===== src/rtl/mult_share_ctrl_pkg.sv =====
// Shared types and default sizing for the multiplier-sharing controller.
// Optional watchdog is selected elsewhere with MULT_TIMEOUT_EN.
package mult_ctrl_pkg;

  typedef enum logic [2:0] {
    IDLE    = 3'd0,
    ISSUE   = 3'd1,
    WAIT    = 3'd2,
    CLEAR   = 3'd3,
    RESPOND = 3'd4
  } state_t;

  localparam int DEF_N_REQ   = 4;
  localparam int DEF_OP_W    = 8;
  localparam int DEF_PROD_W  = 16;
  localparam int DEF_TIMEOUT = 32;

endpackage


===== src/rtl/mult_share_ctrl_if.sv =====
// Bundle of requester, multiplier and response signals around mult_share_ctrl.
// master = controller side, slave = requesters/multiplier/consumer side.
interface mult_share_ctrl_if #(
  parameter int N_REQ  = 4,
  parameter int OP_W   = 8,
  parameter int PROD_W = 16
);
  localparam int ID_W = $clog2(N_REQ);

  // Handshakes: a transfer happens on a rising clk edge where valid and ready
  // are both high; req_valid and rsp_valid hold with stable payload until then.
  // mul_valid is a one-cycle start pulse; mul_ready is a level cleared only by
  // mul_clr or reset.
  logic [N_REQ-1:0]      req_valid;
  logic [N_REQ*OP_W-1:0] req_a;
  logic [N_REQ*OP_W-1:0] req_b;
  logic [N_REQ-1:0]      req_ready;

  logic                  mul_valid;
  logic [OP_W-1:0]       mul_a;
  logic [OP_W-1:0]       mul_b;
  logic                  mul_clr;
  logic                  mul_ready;
  logic [PROD_W-1:0]     mul_product;

  logic                  rsp_valid;
  logic                  rsp_ready;
  logic [ID_W-1:0]       rsp_id;
  logic [PROD_W-1:0]     rsp_product;
  logic                  rsp_err;

  modport master (
    input  req_valid, req_a, req_b, mul_ready, mul_product, rsp_ready,
    output req_ready, mul_valid, mul_a, mul_b, mul_clr,
           rsp_valid, rsp_id, rsp_product, rsp_err
  );

  modport slave (
    output req_valid, req_a, req_b, mul_ready, mul_product, rsp_ready,
    input  req_ready, mul_valid, mul_a, mul_b, mul_clr,
           rsp_valid, rsp_id, rsp_product, rsp_err
  );

endinterface


===== src/rtl/mult_share_ctrl_rr_arbiter.sv =====
// Combinational round-robin picker: first asserted request at or after ptr,
// wrapping; returns one-hot grant, its index and an any-request flag.
module rr_arbiter #(
  parameter int N_REQ = 4,
  parameter int ID_W  = $clog2(N_REQ)
) (
  input  logic [N_REQ-1:0] req,
  input  logic [ID_W-1:0]  ptr,
  output logic [N_REQ-1:0] grant,
  output logic [ID_W-1:0]  idx,
  output logic             any
);

  int              pos;
  logic [ID_W-1:0] pos_i;

  always_comb begin
    grant = '0;
    idx   = '0;
    any   = 1'b0;
    pos   = 0;
    pos_i = '0;
    for (int off = 0; off < N_REQ; off++) begin
      pos = int'(ptr) + off;
      if (pos >= N_REQ) pos = pos - N_REQ;
      pos_i = ID_W'(pos);
      if (!any && req[pos_i]) begin
        any          = 1'b1;
        idx          = pos_i;
        grant[pos_i] = 1'b1;
      end
    end
  end

endmodule


===== src/rtl/mult_share_ctrl.sv =====
// Shares one multiplier between N_REQ requesters: grant, issue, wait, clear, respond.
// Define MULT_TIMEOUT_EN to add a WAIT-state watchdog that reports rsp_err.
module mult_share_ctrl
  import mult_ctrl_pkg::*;
#(
  parameter int  N_REQ   = DEF_N_REQ,
  parameter int  OP_W    = DEF_OP_W,
  parameter int  PROD_W  = DEF_PROD_W,
  parameter int  TIMEOUT = DEF_TIMEOUT,
  localparam int ID_W    = $clog2(N_REQ)
) (
  input  logic              clk,
  input  logic              reset,
  mult_share_ctrl_if.master bus,
  output state_t            dbg_state,
  output logic [ID_W-1:0]   dbg_ptr
);

  state_t            state_q, state_d;
  logic [ID_W-1:0]   ptr_q, id_q, grant_idx;
  logic [N_REQ-1:0]  grant_oh;
  logic              grant_any, grant_go, tmo_hit;
  logic [OP_W-1:0]   a_q, b_q, sel_a, sel_b;
  logic [PROD_W-1:0] prod_q;

  rr_arbiter #(.N_REQ(N_REQ), .ID_W(ID_W)) u_arb (
    .req   (bus.req_valid),
    .ptr   (ptr_q),
    .grant (grant_oh),
    .idx   (grant_idx),
    .any   (grant_any)
  );

  // Gated by reset so no accept pulse leaks out while reset is held.
  assign grant_go = (state_q == IDLE) && grant_any && !reset;

  always_comb begin
    sel_a = '0;
    sel_b = '0;
    for (int i = 0; i < N_REQ; i++) begin
      if (grant_oh[i]) begin
        sel_a = bus.req_a[i*OP_W +: OP_W];
        sel_b = bus.req_b[i*OP_W +: OP_W];
      end
    end
  end

  always_ff @(posedge clk or posedge reset) begin
    if (reset) state_q <= IDLE;
    else       state_q <= state_d;
  end

  always_comb begin
    state_d = state_q;
    case (state_q)
      IDLE:    if (grant_go) state_d = ISSUE;
      ISSUE:   state_d = WAIT;
      WAIT:    if (bus.mul_ready || tmo_hit) state_d = CLEAR;
      CLEAR:   state_d = RESPOND;
      RESPOND: if (bus.rsp_ready) state_d = IDLE;
      default: state_d = IDLE;
    endcase
  end

  always_ff @(posedge clk or posedge reset) begin
    if (reset) begin
      ptr_q  <= '0;
      id_q   <= '0;
      a_q    <= '0;
      b_q    <= '0;
      prod_q <= '0;
    end else begin
      if (grant_go) begin
        ptr_q <= (grant_idx == ID_W'(N_REQ - 1)) ? '0 : grant_idx + 1'b1;
        id_q  <= grant_idx;
        a_q   <= sel_a;
        b_q   <= sel_b;
      end
      // mul_ready is only trusted in WAIT; a stale level during ISSUE is ignored.
      if (state_q == WAIT) begin
        if (bus.mul_ready) prod_q <= bus.mul_product;
        else if (tmo_hit)  prod_q <= '0;
      end
    end
  end

`ifdef MULT_TIMEOUT_EN
  localparam int CNT_W = $clog2(TIMEOUT + 1);
  logic [CNT_W-1:0] wait_cnt_q;
  logic             err_q;

  always_ff @(posedge clk or posedge reset) begin
    if (reset)                 wait_cnt_q <= '0;
    else if (state_q == WAIT)  wait_cnt_q <= wait_cnt_q + 1'b1;
    else                       wait_cnt_q <= '0;
  end

  assign tmo_hit = (state_q == WAIT) && !bus.mul_ready &&
                   (wait_cnt_q == CNT_W'(TIMEOUT - 1));

  always_ff @(posedge clk or posedge reset) begin
    if (reset)         err_q <= 1'b0;
    else if (grant_go) err_q <= 1'b0;
    else if (tmo_hit)  err_q <= 1'b1;
  end

  assign bus.rsp_err = err_q;
`else
  logic unused_timeout;
  assign unused_timeout = (TIMEOUT != 0);
  assign tmo_hit        = 1'b0;
  assign bus.rsp_err    = 1'b0;
`endif

  assign bus.req_ready   = grant_go ? grant_oh : '0;
  assign bus.mul_valid   = (state_q == ISSUE);
  assign bus.mul_clr     = (state_q == CLEAR);
  assign bus.mul_a       = a_q;
  assign bus.mul_b       = b_q;
  assign bus.rsp_valid   = (state_q == RESPOND);
  assign bus.rsp_id      = id_q;
  assign bus.rsp_product = prod_q;
  assign dbg_state       = state_q;
  assign dbg_ptr         = ptr_q;

endmodule


===== src/flat_wrapper.sv =====
// flat-port wrapper written by rule: the top's interface ports become plain ports
module mult_share_ctrl_flat import mult_ctrl_pkg::*;
#(
  parameter int  N_REQ   = DEF_N_REQ,
  parameter int  OP_W    = DEF_OP_W,
  parameter int  PROD_W  = DEF_PROD_W,
  parameter int  TIMEOUT = DEF_TIMEOUT,
  localparam int ID_W    = $clog2(N_REQ)
)
  (clk, reset, dbg_state, dbg_ptr, bus_req_valid, bus_req_a, bus_req_b, bus_mul_ready, bus_mul_product, bus_rsp_ready, bus_req_ready, bus_mul_valid, bus_mul_a, bus_mul_b, bus_mul_clr, bus_rsp_valid, bus_rsp_id, bus_rsp_product, bus_rsp_err);
  mult_share_ctrl_if #(.N_REQ(N_REQ), .OP_W(OP_W), .PROD_W(PROD_W)) bus_i ();
  input  logic clk;
  input  logic reset;
  output state_t dbg_state;
  output logic [ID_W-1:0] dbg_ptr;
  input wire logic [$bits(bus_i.req_valid)-1:0] bus_req_valid;
  input wire logic [$bits(bus_i.req_a)-1:0] bus_req_a;
  input wire logic [$bits(bus_i.req_b)-1:0] bus_req_b;
  input wire logic [$bits(bus_i.mul_ready)-1:0] bus_mul_ready;
  input wire logic [$bits(bus_i.mul_product)-1:0] bus_mul_product;
  input wire logic [$bits(bus_i.rsp_ready)-1:0] bus_rsp_ready;
  output wire logic [$bits(bus_i.req_ready)-1:0] bus_req_ready;
  output wire logic [$bits(bus_i.mul_valid)-1:0] bus_mul_valid;
  output wire logic [$bits(bus_i.mul_a)-1:0] bus_mul_a;
  output wire logic [$bits(bus_i.mul_b)-1:0] bus_mul_b;
  output wire logic [$bits(bus_i.mul_clr)-1:0] bus_mul_clr;
  output wire logic [$bits(bus_i.rsp_valid)-1:0] bus_rsp_valid;
  output wire logic [$bits(bus_i.rsp_id)-1:0] bus_rsp_id;
  output wire logic [$bits(bus_i.rsp_product)-1:0] bus_rsp_product;
  output wire logic [$bits(bus_i.rsp_err)-1:0] bus_rsp_err;
  assign bus_i.req_valid = bus_req_valid;
  assign bus_i.req_a = bus_req_a;
  assign bus_i.req_b = bus_req_b;
  assign bus_i.mul_ready = bus_mul_ready;
  assign bus_i.mul_product = bus_mul_product;
  assign bus_i.rsp_ready = bus_rsp_ready;
  assign bus_req_ready = bus_i.req_ready;
  assign bus_mul_valid = bus_i.mul_valid;
  assign bus_mul_a = bus_i.mul_a;
  assign bus_mul_b = bus_i.mul_b;
  assign bus_mul_clr = bus_i.mul_clr;
  assign bus_rsp_valid = bus_i.rsp_valid;
  assign bus_rsp_id = bus_i.rsp_id;
  assign bus_rsp_product = bus_i.rsp_product;
  assign bus_rsp_err = bus_i.rsp_err;
  mult_share_ctrl #(.N_REQ(N_REQ), .OP_W(OP_W), .PROD_W(PROD_W), .TIMEOUT(TIMEOUT)) u_core (.clk(clk), .reset(reset), .bus(bus_i), .dbg_state(dbg_state), .dbg_ptr(dbg_ptr));
endmodule

===== config.mk =====
export PLATFORM = sky130hd
export DESIGN_NAME = mult_share_ctrl_flat
export DESIGN_NICKNAME = d
export VERILOG_FILES = /design/src/rtl/mult_share_ctrl_pkg.sv /design/src/rtl/mult_share_ctrl_if.sv /design/src/rtl/mult_share_ctrl_rr_arbiter.sv /design/src/rtl/mult_share_ctrl.sv /design/src/flat_wrapper.sv
export SDC_FILE = /design/constraint.sdc
export NUM_CORES = 1
export LEC_CHECK = 0
export ABC_AREA = 1
export CAP_MARGIN = 10
export CELL_PAD_IN_SITES_DETAIL_PLACEMENT = 0
export CELL_PAD_IN_SITES_GLOBAL_PLACEMENT = 1
export CORE_ASPECT_RATIO = 0.75
export CORE_MARGIN = 5
export CORE_UTILIZATION = 30
export DETAILED_ROUTE_END_ITERATION = 8
export PLACE_DENSITY = 0.92
export SKIP_LAST_GASP = 1
export SYNTH_ARGS = -nofsm -noshare
export SYNTH_HDL_FRONTEND = slang
export SYNTH_SLANG_ARGS = --single-unit

===== constraint.sdc =====
create_clock -name clk -period 4.4 [get_ports clk]
set_input_delay 0.44 -clock clk [delete_from_list [all_inputs] [get_ports clk]]
set_output_delay 0.44 -clock clk [all_outputs]
set_load 0.005 [all_outputs]

After elaboration in Yosys (flattened, before gate mapping)
Cells that the tools add are included.
- bits in registers: 39
- bits of input ports: 88
- output and inout bits: 47
- word-level logic and storage cells: 99
- add/subtract/negate cells: 8
- order comparisons: 12
- equality and inequality tests: 8
- mux-type cells: 46
- bitwise logic cells: 3
- reductions and logical operators: 16
- operators by type and width (operator ; number):
    8-bit 2-to-1 mux ; 8
    4-bit 2-to-1 mux ; 5
    2-bit 2-to-1 mux ; 9
    3-bit case mux with 5 select lines ; 1
    2-bit by 3-bit less-than comparator with 1-bit output, second input constant ; 4
    1-bit 2-to-1 mux ; 12
    4-bit bitwise OR ; 3
    3-bit greater-or-equal comparator, second input constant ; 3
    1-bit logical AND ; 9
    3-bit 2-to-1 mux ; 3
    1-bit binary-select mux with 2-bit select ; 4
    1-bit demux with 2-bit select ; 4
    2-bit by 1-bit greater-or-equal comparator with 1-bit output, second input constant ; 4
    2-bit by 1-bit subtractor with 2-bit output, second input constant ; 4
    2-bit by 2-bit adder with 3-bit output, second input constant ; 2
    3-bit by 2-bit == test with 1-bit output, second input constant ; 2
    1-bit zero test ; 4
    2-bit != test, second input constant ; 2
    2-bit by 1-bit adder with 3-bit output, second input constant ; 1
    3-bit by 1-bit == test with 1-bit output, second input constant ; 1
    3-bit == test, second input constant ; 1
    2-bit by 3-bit greater-or-equal comparator with 1-bit output, second input constant ; 1
    3-bit zero test ; 1
    3-bit AND reduction ; 1
    other kinds (4) ; 4

Longest topological paths before layout
- depth in word-level cells: 18
- gate-level depth with buffers: 15
- depth with buffers taken out: 14

Hierarchy
A second synthesis with hierarchy kept.
- cells, all modules: 404
- area, all modules: 2672.6 µm²
- by module, submodules not included (module ; times used ; cells each ; area an instance (µm²) ; seq. area each (µm²)):
    mult_share_ctrl ; 1 ; 330 ; 2232.1 ; 975.9
    rr_arbiter ; 1 ; 74 ; 440.4 ; 0.0

Worst setup path before layout
Ideal clock, no wire load.
- path type: register -> output
- from: register (tool-made name)
- to: output bus_req_ready[3]
- arrival time: 1.957 ns
- data required time: 3.960 ns
- setup slack: 2.003 ns
- stages on the path, launching flop included: 14
- path buffers: 1
- cell sequence: dfrtp_1 > inv_2 > ha_1 > inv_1 > nand2_1 > nand2_1 > nor2_8 > nand2_1 > nor2_2 > nor2_4 > nand2_4 > buf_6 > nand2_1 > inv_1
- RTL lines (what ; line ; text):
    end: declaration ; flat_wrapper.sv:22 ; output wire logic [$bits(bus_i.req_ready)-1:0] bus_req_ready;

==> run metrics <==
number of cell rows=29; hold buffer count at CTS=0; GP Congestion=0.832; first-pass GRT wire length=14.2 mm; Post-CTS Resized=0; Worst-path clk slew=60 ps; Post-Syn Nets=465; Slew Viols, Final=0; LEAKAGE=2.09 nW; power per cell area=709 nW/um^2; Die H=91.9 um; Nets=594; Area Overhead vs Synth=58.6%; max_slew headroom=51.0%; largest net degree at the start of global routing=34; critical path arrival=3080 ps; # H-tree levels=2; Chip Width=119 um; vias in the first global route=2786; initial antenna violation count=0; detailed placer's ending HPWL=between 7 and 8 mm; postcts setup bufs=0; overall global routing resource usage=15.7%; YS warnings=0; Final Skew=around 2.3 ps; CTS tree=done; # Max-Cap Violations=0; CP Capture Type=output port; count of final hold-check violations=0; post-synthesis cell area=around 2700 sq um; worst vdd ir=0.240 mV; WL per Instance=14.5 um; clk root buf=clkbuf_16; Hold Worst Slack=500 ps; layout cell share with drive strength beyond 1=9.80%; Top Ports=135; Mean Syn Cell Area=7.24 sq um; Final ANT Viol Nets=0; Hold Crit Class=reg -> reg; TritonCTS Buffers=5; cells after synthesis=370; Die ar.=10900 sq um; I/O Buffers=133; CTS sink cnt=39; Antenna Cells=0; Overflow after GRT=0; Residual DRC=0; initial DRC count=171; Starting Density=31.2%; Netlist cell types=29; post-synthesis sequential area ratio=36.4%; Tmin final=3520 ps; fmax=284 MHz; Worst-Margin Slew=between 700 and 800 ps; core area=8600 sq um; Top FF cell, synth=dfrtp_1; CP Max Fanout=33; setup TNS=0 ps; clock latency on the worst-skew pair=270 ps; CP Class=reg -> out; maximum clock path buffer count=2; total number of vias=2787; Post-synth EDFFs=0; DR vias/cell=4.58; post-synthesis register bit count=39; drt first pass iters=4; FFs w/ async S/R, synth=between 90% and 100%; Worst setup SP type=flop; RSZ-0062 raised after global routing=no; period utilisation layout=80.0%; Final setup viols=0; Critical Path RT=3960 ps; final WL=8.81 mm; status=complete, no violations
critical path, stage by stage (launching register included):
cell             delay (ps)
dfrtp_1                 590
inv_2                   170
ha_1                    400
inv_1                   100
nand3_1                  90
nand2_1                  90
nor2_2                  220
a21boi_1                110
nand3_2                  70
buf_4                   310
nand2_1                  80
inv_1                    60
clkdlybuf4s50_1         490
state kept, by name, indices dropped and copies added, names as in the netlist, named ones only:
| name | flops |
|---|---|
| u_core.bus.mul_a | 8 |
| u_core.bus.rsp_product | 16 |
| u_core.dbg_ptr | 1 |
| u_core.bus.mul_b | 8 |
| u_core.dbg_state | 3 |
| u_core.bus.rsp_id | 2 |
cells in the mapped netlist, types with 2 or more instances:
library cell / count / area (sq um)
buf_4: 2 / 15.0
nor2_2: 3 / 18.8
inv_2: 6 / 22.5
nor2_1: 9 / 33.8
nand3_2: 3 / 30.0
a21oi_1: 34 / 170
nand4_1: 3 / 18.8
ha_1: 7 / 87.6
nand2_1: 122 / 458
mux2_2: 16 / 180
nor3_1: 2 / 10.0
o21ai_0: 6 / 30.0
inv_1: 48 / 180
a21boi_1: 2 / 15.0
buf_2: 8 / 40.0
nand3_4: 2 / 35.0
dfrtp_1: 39 / 976
nand2_2: 2 / 12.5
buf_6: 3 / 33.8
nand2_4: 2 / 22.5
nand3_1: 43 / 215
logic make-up after synthesis:
kind of cell	after synthesis	synth area share (%)
simple gates	194	33.5
buf+inv	68	11.0
compound gates	45	8.92
flops	39	36.4
mux	16	6.72
fa+ha+maj	7	3.27
other cells	1	0.140
cells in the final DEF, fill, tap and decap left out, types with 6 or more instances in the layout:
master,synthesis,routed
inv_1,48,48
o21ai_0,6,6
nor2_1,9,9
nand3_1,43,43
dfrtp_1,39,39
mux2_2,16,16
inv_2,6,6
nand2_1,122,122
clkdlybuf4s50_1,0,133
a21oi_1,34,34
ha_1,7,7
power breakdown:
part	total, W	internal, W	leakage, nW	switching (W)
Sequential	0.000647	0.000532	0.480	0.000116
Combinational	0.00195	0.000844	1.52	0.00111
Clock	0.000415	0.000282	0.0868	0.000134
area by class of cell:
class | count | area [sq um]
clock buffer | 6 | 139
clock inverter | 2 | 35.0
fill | 855 | 4350
inverter | 54 | 203
multi-input combinational | 263 | 1410
sequential | 39 | 976
tap | 108 | 135
timing repair buffer | 136 | 1350
metrics by stage:
step | util, % | cell area, sq um | setup WS, ps | std cells | total power (W)
floorplan | - | 2680 | 2000 | 370 | 0.00190
global placement | 47.4 | 4080 | 1210 | 600 | 0.00259
detailed placement | 47.4 | 4080 | 1190 | 600 | 0.00261
CTS | 49.4 | 4250 | 881 | 608 | 0.00304
global route | 49.4 | 4250 | 622 | 608 | 0.00329
finish | 49.4 | 4250 | 882 | 608 | 0.00302
worst paths after layout:
check | end | startpoint | slack [ps] | depth (start not counted)
max in group asynchronous | u_core.bus.rsp_id[1] | reset | 3010 | 3
max reg2reg | u_core.bus.mul_b[2] | flop | 1560 | 13
min | u_core.bus.rsp_product[12] | u_core.bus.rsp_product[12] | 500 | 1
max | bus_req_ready[2] | flop | 880 | 12
min reg2reg | u_core.bus.rsp_product[12] | u_core.bus.rsp_product[12] | 500 | 1
min in group asynchronous | u_core.bus.rsp_product[2] | reset | 640 | 2
metal layers:
layer  part of all wire, %  track usage (%)  wire length (um)  vias up
met4                  0.68             3.18                60        0
met1                    48             22.4              4220     1259
met5                     0                0                 0        -
li1                      -                -                 -     1425
met2                    44             24.9              3920       99
met3                   7.0             3.14               619        4
Note: power is estimated with default switching activity, not from simulation.
